[config.mk]
export PLATFORM = sky130hd
export DESIGN_NAME = mul4_seq_ctrl_flat
export DESIGN_NICKNAME = d
export VERILOG_FILES = /design/src/rtl/mul4_seq_ctrl_pkg.sv /design/src/rtl/mul4_seq_ctrl_if.sv /design/src/rtl/mul4_seq_ctrl_add_rc.sv /design/src/rtl/mul4_seq_ctrl.sv /design/src/flat_wrapper.sv
export SDC_FILE = /design/constraint.sdc
export NUM_CORES = 1
export LEC_CHECK = 0
export CELL_PAD_IN_SITES_DETAIL_PLACEMENT = 0
export CELL_PAD_IN_SITES_GLOBAL_PLACEMENT = 2
export CORE_MARGIN = 2
export CORE_UTILIZATION = 30
export CTS_CLUSTER_DIAMETER = 80
export DETAILED_ROUTE_END_ITERATION = 12
export PLACE_DENSITY = 0.82
export SLEW_MARGIN = 40
export SYNTH_ARGS = -nofsm -noshare
export SYNTH_HDL_FRONTEND = slang
export SYNTH_SLANG_ARGS = --single-unit
[constraint.sdc]
create_clock -name clk -period 6 [get_ports clk]
set_clock_uncertainty 0.1 [all_clocks]
set_input_delay 0.6 -clock clk [delete_from_list [all_inputs] [get_ports clk]]
set_output_delay 0.6 -clock clk [all_outputs]
set_load 0.1 [all_outputs]
[src/rtl/mul4_seq_ctrl_pkg.sv]
// Shared definitions for the sequential shift-and-add multiplier controller.
package mul4_seq_ctrl_pkg;

   localparam int WIDTH_DEF = 4;

   typedef enum logic [1:0] {
      ST_IDLE = 2'd0,
      ST_CALC = 2'd1,
      ST_DONE = 2'd2
   } state_t;

endpackage

[src/rtl/mul4_seq_ctrl_if.sv]
// Requester-side bundle: start/operands in, busy/done/product back.
interface mul4_seq_ctrl_if
   import mul4_seq_ctrl_pkg::*;
#(
   parameter int WIDTH = WIDTH_DEF
);

   logic               start;
   logic [WIDTH-1:0]   a;
   logic [WIDTH-1:0]   b;
   logic               busy;
   logic               done;
   logic [2*WIDTH-1:0] product;

   modport master (
      output start, a, b,
      input  busy, done, product
   );

   modport slave (
      input  start, a, b,
      output busy, done, product
   );

endinterface

[src/rtl/mul4_seq_ctrl_add_rc.sv]
// Ripple-carry adder built from full-adder cells; shared by every iteration.
module fa (
   input  logic x,
   input  logic y,
   input  logic ci,
   output logic s,
   output logic co
);

   // Single-bit full adder.
   always_comb begin
      s  = x ^ y ^ ci;
      co = (x & y) | (ci & (x ^ y));
   end

endmodule

module add_rc
   import mul4_seq_ctrl_pkg::*;
#(
   parameter int WIDTH = WIDTH_DEF
) (
   input  logic [WIDTH-1:0] x,
   input  logic [WIDTH-1:0] y,
   input  logic             ci,
   output logic [WIDTH:0]   s
);

   logic [WIDTH:0] carry;

   assign carry[0] = ci;

   for (genvar i = 0; i < WIDTH; i++) begin : g_bit
      fa u_fa (
         .x  (x[i]),
         .y  (y[i]),
         .ci (carry[i]),
         .s  (s[i]),
         .co (carry[i+1])
      );
   end

   assign s[WIDTH] = carry[WIDTH];

endmodule

[src/rtl/mul4_seq_ctrl.sv]
// Sequential WIDTH x WIDTH shift-and-add multiplier controller.
//
//   state   | meaning
//   --------+-----------------------------------------------------------
//   ST_IDLE | waiting for start; product holds the last result
//   ST_CALC | one partial product added and shifted per clock, busy=1
//   ST_DONE | product just loaded, done=1 for this single cycle
module mul4_seq_ctrl
   import mul4_seq_ctrl_pkg::*;
#(
   parameter int WIDTH = WIDTH_DEF
) (
   input  logic           clk,
   input  logic           rst,
   mul4_seq_ctrl_if.slave bus
);

   localparam int CW = (WIDTH > 1) ? $clog2(WIDTH) : 1;
   localparam logic [CW-1:0] LAST = CW'(WIDTH - 1);

   state_t           state;
   // The accumulator's extra top bit is always zero after the right shift,
   // so only the low WIDTH bits are stored.
   logic [WIDTH-1:0] acc;
   logic [WIDTH-1:0] mq;
   logic [WIDTH-1:0] mcand;
   logic [CW-1:0]    count;

   logic [WIDTH-1:0] addend;
   logic [WIDTH:0]   sum;
   logic [WIDTH-1:0] acc_next;
   logic [WIDTH-1:0] mq_next;

   // Partial product selection and the combined {acc, mq} right shift.
   always_comb begin
      addend   = mq[0] ? mcand : '0;
      acc_next = sum[WIDTH:1];
      mq_next  = {sum[0], mq[WIDTH-1:1]};
   end

   add_rc #(.WIDTH(WIDTH)) u_add (
      .x  (acc),
      .y  (addend),
      .ci (1'b0),
      .s  (sum)
   );

   // Sequencer: accept, iterate WIDTH times, pulse done, return to idle.
   always_ff @(posedge clk) begin
      if (rst) begin
         state       <= ST_IDLE;
         bus.busy    <= 1'b0;
         bus.done    <= 1'b0;
         bus.product <= '0;
         acc         <= '0;
         mq          <= '0;
         mcand       <= '0;
         count       <= '0;
      end else begin
         case (state)
            ST_IDLE: begin
               bus.done <= 1'b0;
               if (bus.start) begin
                  mcand    <= bus.a;
                  mq       <= bus.b;
                  acc      <= '0;
                  count    <= '0;
                  bus.busy <= 1'b1;
                  state    <= ST_CALC;
               end
            end
            ST_CALC: begin
               acc   <= acc_next;
               mq    <= mq_next;
               count <= count + 1'b1;
               if (count == LAST) begin
                  bus.product <= {acc_next, mq_next};
                  bus.busy    <= 1'b0;
                  bus.done    <= 1'b1;
                  state       <= ST_DONE;
               end
            end
            ST_DONE: begin
               bus.done <= 1'b0;
               state    <= ST_IDLE;
            end
            default: begin
               bus.busy <= 1'b0;
               bus.done <= 1'b0;
               state    <= ST_IDLE;
            end
         endcase
      end
   end

endmodule

[src/flat_wrapper.sv]
// flat-port wrapper written by rule: the top's interface ports become plain ports
module mul4_seq_ctrl_flat import mul4_seq_ctrl_pkg::*;
#(
   parameter int WIDTH = WIDTH_DEF
)
  (clk, rst, bus_start, bus_a, bus_b, bus_busy, bus_done, bus_product);
  mul4_seq_ctrl_if #(.WIDTH(WIDTH)) bus_i ();
  input  logic clk;
  input  logic rst;
  input wire logic [$bits(bus_i.start)-1:0] bus_start;
  input wire logic [$bits(bus_i.a)-1:0] bus_a;
  input wire logic [$bits(bus_i.b)-1:0] bus_b;
  output wire logic [$bits(bus_i.busy)-1:0] bus_busy;
  output wire logic [$bits(bus_i.done)-1:0] bus_done;
  output wire logic [$bits(bus_i.product)-1:0] bus_product;
  assign bus_i.start = bus_start;
  assign bus_i.a = bus_a;
  assign bus_i.b = bus_b;
  assign bus_busy = bus_i.busy;
  assign bus_done = bus_i.done;
  assign bus_product = bus_i.product;
  mul4_seq_ctrl #(.WIDTH(WIDTH)) u_core (.clk(clk), .rst(rst), .bus(bus_i));
endmodule
==> out/results.ini, run 1 <==
[sta]
worstMarginPinSlew_ns=0.6364
finalSetupViolCount=0
drv_slew=0
final.period_utilization_pct=40.74
fmax_mhz=409.1
hold_viol_final=0
tns_ns=0
rsz0062_at_grt=no
fin_crit_ns=2.444
slew_headroom_pct=57.58

[global_route]
grt_use_total_pct=11.98
grt_overflow=0
grt_max_degree=27
antenna_found_initial=0
grt_pass1_vias=837
grt_pass1_wl_um=3933

[clock_tree]
clk_pin_slew_worst_paths_ns=0.09
cts_setup_buffers=0
hold_buffers=0
root_buffer=clkbuf_8
clockBufferDepth=2
cts_tree=yes
cts.sinks=26
cts.repair.resized=0
htreeDepth=1
clk_latency_ns=0.27
cts_made_buffers=3

[layout]
fin_cells=177
register_area_um2=520.5
antennaDiodeCount=0
syn2layout_area_growth_pct=17.37
drive_above_1_share_pct=16.28
fill_cells=398
multiInputGateArea_um2=526.8
fin_nets=147

[synth]
ys_top_cells_by_area=dfxtp_1, mux2i_1, nor2_1
synth_common_cells=dfxtp_1, nor2_1, inv_1, mux2i_1, nand2_1
async_flop_share_pct=0
synth-main-ff-cell=dfxtp_1
synthAdderAreaFrac_pct=7.522
synth_top_family_by_area=compound AO/OA/AOI/OAI gates
syn_avg_cell_area_um2=10.01
synth_top_cell_by_area=dfxtp_1
ys_ff_latch=26
synth_compound_area_share_pct=15.60
netlist_instances=113
netlist.area_leader.share_pct=46.02
ys_types=30
syn-cell-area_mm2=0.001131
synth_enable_flop_cells=0
synthesis.nets=129
synth_warnings=0
yosysMostFrequentCell=dfxtp_1
synthXorXnorAreaFrac_pct=0
yosys.area_share.simple_pct=15.49
synthMuxAreaShare_pct=7.965
seq_area_frac_synth_pct=46.02

[power_and_ir_drop]
p_comb_share_pct=12.0
power.switching_uw=80.00
power.density_mw_per_mm2=242.0
ir_drop_mv=0.1153
leakage_uw=0.0004981
clkPwrFrac_pct=30.5
swShare_pct=24.90
seq_power_share_pct=57.5
intPower_uw=241.3

[setup_path]
crit_type=reg2reg
reg2regPathDepth=8
rr_endpoint=u_core.acc[2]
rrSetupSlack_ns=3.56
cp-end-kind=flop
critPathMaxFanout=5
cp_data_required_time_ns=6.04
arrival_ns=2.49
startpoint_type=flop
reg2reg_from=u_core.mq[0]

[detailed_routing]
drt-pass1-iter-count=4
dr.first_iter.drc_count=18
via_count=795
drc_errors=0
antenna_left=0
wl_per_cell_um=12.27
vias_per_cell=4.492
drt_wl_total_um=2172

[flow_run]
cap_violations=0

[placed_design]
portBuffers=20
dp_cells=174
gp_congestion=0.7451
dpl.hpwl_um=1554

[worst_hold_path]
hp-start=u_core.count[1]
min_to=u_core.count[1]
whs_path_depth=2
min_path_type=reg2reg

[run_status]
outcome=finished, final reports clean

[die]
die_h_um=65.40
initial_utilization_pct=31.13
fp-row-count=22
dieArea_mm2=0.004277
fp.dieW_um=65.40
io_pins=21
coreArea_mm2=0.003633

## critical path, cell delays in order, from the launching register on
cell and delay, ns:
dfxtp_1 0.39, and2_1 0.14, ha_1 0.13, inv_1 0.04, fa_1 0.37, fa_1 0.38, fa_1 0.53, a2bb2oi_1 0.18
nor2_1 0.05
## cells in the final DEF, fill, tap and decap left out
cell / count
o21bai_2: 1
nand3b_1: 1
dfxtp_1: 26
fa_1: 3
or2_2: 1
and2_1: 1
nor2_1: 19
clkbuf_8: 3
o21ai_0: 2
clkdlybuf4s50_1: 9
a21oi_1: 3
nor2b_1: 1
nor3b_2: 1
a211oi_1: 1
nand2_1: 5
ha_1: 2
inv_1: 9
a2bb2oi_1: 4
a221oi_1: 3
and3b_1: 1
nor3b_1: 2
nand3_1: 1
nand2b_1: 2
o22ai_1: 2
a22o_1: 1
buf_2: 11
mux2i_1: 9
nor3_1: 1
a211oi_2: 4
## stage by stage
stage	area, µm²	setup slack [ns]	utilization [%]	power [µW]	hold WS (ns)
after global routing	1328	3.417	36.54	338.6	0.3912
final	1328	3.556	36.54	321.3	0.3730
after detailed placement	1286	3.554	35.40	227.8	0.3577
after global placement	1341	3.598	36.91	228.1	0.3458
after floorplan	1131	3.669	-	216.2	0.3400
after CTS	1328	3.540	36.54	326.3	0.3707
## power by group through the flow
stage	combinational [µW]	clock (µW)	sequential [µW]
3_5_place_dp	38.9	0	189
6_report	38.5	97.9	185
2_1_floorplan	24.3	0	192
3_3_place_gp	39.4	0	189
4_1_cts	39.0	102	185
5_1_grt	42.8	110	186
## registers in the layout (all words and copies together), names as in the netlist
signal and cells:
u_core.bus.product 8, u_core.acc 4, u_core.mcand 4, u_core.mq 4, u_core.count 2, u_core.state 2
u_core.bus.busy 1, u_core.bus.done 1
## layer usage
layer	GRT usage, %	part of all wire (%)	routed length (µm)	up-vias
met5	0	0	0	-
met3	1.541	2.1	46	4
met4	6.250	1.9	42	0
met2	19.26	47	1020	9
li1	-	-	-	412
met1	15.70	49	1062	370
## cells by family after synthesis
logic type               after synthesis
buffers and inverters                 16
AND/OR/NAND/NOR                       36
multiplexers                           9
flip-flops                            26
adder cells (fa/ha/maj)                5
AO/OA/AOI/OAI                         21
## worst max path at each step
stage                       from             to  slack (ns)
floorplan           u_core.mq[0]  u_core.acc[2]        3.67
global placement    u_core.mq[0]  u_core.acc[2]        3.60
detailed placement  u_core.mq[0]  u_core.acc[2]        3.55
CTS                 u_core.mq[0]  u_core.acc[2]        3.54
global route        u_core.mq[0]  u_core.acc[2]        3.42
finish              u_core.mq[0]  u_core.acc[2]        3.56
## layout make-up
class                   count  share of cell area (%)
clock buffers               3                   3.110
inverters                   9                   2.545
multi-input cells          71                   39.68
flip-flops and latches     26                   39.21
well taps                  48                   4.524
repair buffers             20                   10.93
No activity file was read; power rests on OpenSTA's default activity.
==> run 2, diff against run 1 <==
==> constraint.sdc (replaced) <==
create_clock -name clk -period 2.5 [get_ports clk]
set_clock_uncertainty 0.1 [all_clocks]
set_input_delay 0.25 -clock clk [delete_from_list [all_inputs] [get_ports clk]]
set_output_delay 0.25 -clock clk [all_outputs]
set_load 0.1 [all_outputs]
==> run 2 against run 1 <==
  * Maximum frequency increased by 4.1%
  * Non-clock buffer count is 2 higher
  * Clock-buffer cell count did not move
  * Worst hold slack worse by 0.0087 ns
  * Sequential share of layout area is 2.1 points lower
  * Setup slack got worse by 3.4 ns
  * Sequential power up 140%
  * Power increased to 2.8 times the previous value
  * Critical path type unchanged
  * Largest cell class unchanged
==> out/results.ini, run 2 (synthesis results as in run 1) <==
[sta]
slew_headroom_pct=57.02  ; was 57.58%
worstMarginPinSlew_ns=0.6447  ; was 0.6364 ns
worst_slack_ns=0.1531  ; was 3.556 ns
whs_ns=0.3643  ; was 0.3730 ns
finalSetupViolCount=0  ; unchanged
fin_crit_ns=2.347  ; was 2.444 ns
rsz0062_at_grt=no  ; unchanged
final.period_utilization_pct=93.88  ; was 40.74%
tns_ns=0  ; unchanged
fmax_mhz=426.1  ; was 409.1 MHz
hold_viol_final=0  ; unchanged
drv_slew=0  ; unchanged

[global_route]
grt_max_degree=27  ; unchanged
grt_use_total_pct=11.36  ; was 11.98%
grt_overflow=0  ; unchanged
grt_pass1_vias=800  ; was 837
antenna_found_initial=0  ; unchanged
grt_pass1_wl_um=3719  ; was 3933 µm

[die]
initial_utilization_pct=31.13  ; unchanged
fp-row-count=22  ; unchanged
fp.dieW_um=65.40  ; unchanged
coreArea_mm2=0.003633  ; unchanged
die_h_um=65.40  ; unchanged
io_pins=21  ; unchanged
dieArea_mm2=0.004277  ; unchanged

[run_status]
outcome=finished, final reports clean  ; unchanged

[setup_path]
reg2reg_from=u_core.mq[0]  ; unchanged
rr_endpoint=u_core.acc[2]  ; unchanged
cp-startpoint=u_core.mq[0]  ; unchanged
critPathMaxFanout=2  ; was 5
reg2regPathDepth=8  ; unchanged
cp_data_required_time_ns=2.57  ; was 6.04 ns
crit_type=reg2reg  ; unchanged
rrSetupSlack_ns=0.15  ; was 3.56 ns
cp-end-kind=flop  ; unchanged
arrival_ns=2.41  ; was 2.49 ns
startpoint_type=flop  ; unchanged

[power_and_ir_drop]
leakage_uw=0.0005214  ; was 0.0004981 µW
power.density_mw_per_mm2=637.8  ; was 242.0 mW/mm²
ir_drop_mv=0.2645  ; was 0.1153 mV

[clock_tree]
root_buffer=clkbuf_8  ; unchanged
clk_latency_ns=0.27  ; about the same
cts_tree=yes  ; unchanged
cts_made_buffers=3  ; unchanged
htreeDepth=1  ; unchanged
cts.repair.resized=0  ; unchanged
clockBufferDepth=2  ; unchanged
cts_setup_buffers=0  ; unchanged
hold_buffers=0  ; unchanged
cts.sinks=26  ; unchanged
clk_pin_slew_worst_paths_ns=0.09  ; about the same

[detailed_routing]
drt-pass1-iter-count=4  ; unchanged
via_count=812  ; was 795
vias_per_cell=4.511  ; was 4.492
wl_per_cell_um=12.03  ; was 12.27 µm
drt_wl_total_um=2165  ; was 2172 µm
antenna_left=0  ; unchanged
dr.first_iter.drc_count=18  ; unchanged
drc_errors=0  ; unchanged

[worst_hold_path]
whs_path_depth=2  ; unchanged
hp-start=u_core.count[1]  ; unchanged
min_path_type=reg2reg  ; unchanged
min_to=u_core.count[1]  ; unchanged

[layout]
layout_commonest_cell=dfxtp_1  ; unchanged
top_register=u_core.bus.product  ; unchanged
largest_reg_flops=8  ; unchanged
fin_nets=149  ; was 147
antennaDiodeCount=0  ; unchanged
drive_above_1_share_pct=17.42  ; was 16.28%
syn2layout_area_growth_pct=24.00  ; was 17.37%
final_cell_mix=dfxtp_1, nor2_1, buf_4  ; was dfxtp_1, nor2_1, buf_2

[placed_design]
portBuffers=20  ; unchanged
post-place-ws_ns=0.1667  ; was 3.554 ns
gp_congestion=0.7679  ; was 0.7451
dpl.hpwl_um=1515  ; was 1554 µm

[flow_run]
cap_violations=0  ; unchanged

## run 2: cell types whose count changed in the layout (fill, tap and decap cells not counted)
| cell | delta |
|---|---|
| clkdlybuf4s50_1 | +1 |
| bufinv_16 | +1 |
| buf_4 | +12 |
| buf_2 | -11 |
## run 2: through the flow
step | instance area (µm²) | power (µW) | util (%) | std cells
floorplan | 1131 | 518.8 | - | 113
global placement | 1331 | 550.3 | 36.64 | 176
detailed placement | 1331 | 551.7 | 36.64 | 176
CTS | 1403 | 906.6 | 38.60 | 180
global route | 1403 | 934.4 | 38.60 | 180
finish | 1403 | 894.6 | 38.60 | 180
## run 2: final cells by class
type | instances | area [µm²]
tap | 48 | 60.06
inverter | 9 | 33.78
timing repair buffer | 22 | 190.2
fill | 381 | 2231
clock buffer | 3 | 41.29
sequential | 26 | 520.5
clock inverter | 1 | 30.03
multi-input combinational | 71 | 526.8
## run 2: per-layer routing
| layer | global-route usage [%] | wire length, µm | share of wire (%) |
|---|---|---|---|
| met5 | 0 | 0 | 0 |
| met4 | 6.250 | 56 | 2.6 |
| met3 | 1.541 | 57 | 2.6 |
| met2 | 17.98 | 978 | 45 |
| met1 | 14.91 | 1072 | 50 |
## run 2: where the power goes
group	switching [µW]	total, µW	internal [µW]
Sequential	12.8	443	430
Combinational	53.4	99.3	45.9
Clock	138	353	214
Total	204	895	690
## run 2: worst max-delay path, cell delays in order, from the launching register on
cell and delay, ns:
dfxtp_1 0.34, and2_1 0.12, ha_1 0.13, inv_1 0.04, fa_1 0.37, fa_1 0.39, fa_1 0.52, a2bb2oi_1 0.17
nor2_1 0.05
## run 2: worst max path at each step
stage | to | slack (ns) | depth (start not counted)
final | u_core.acc[2] | 0.15 | 8
after global routing | u_core.acc[2] | 0.03 | 8
after CTS | u_core.acc[2] | 0.15 | 8
after detailed placement | u_core.acc[2] | 0.17 | 8
after global placement | u_core.acc[2] | 0.20 | 8
after floorplan | u_core.acc[2] | 0.17 | 8
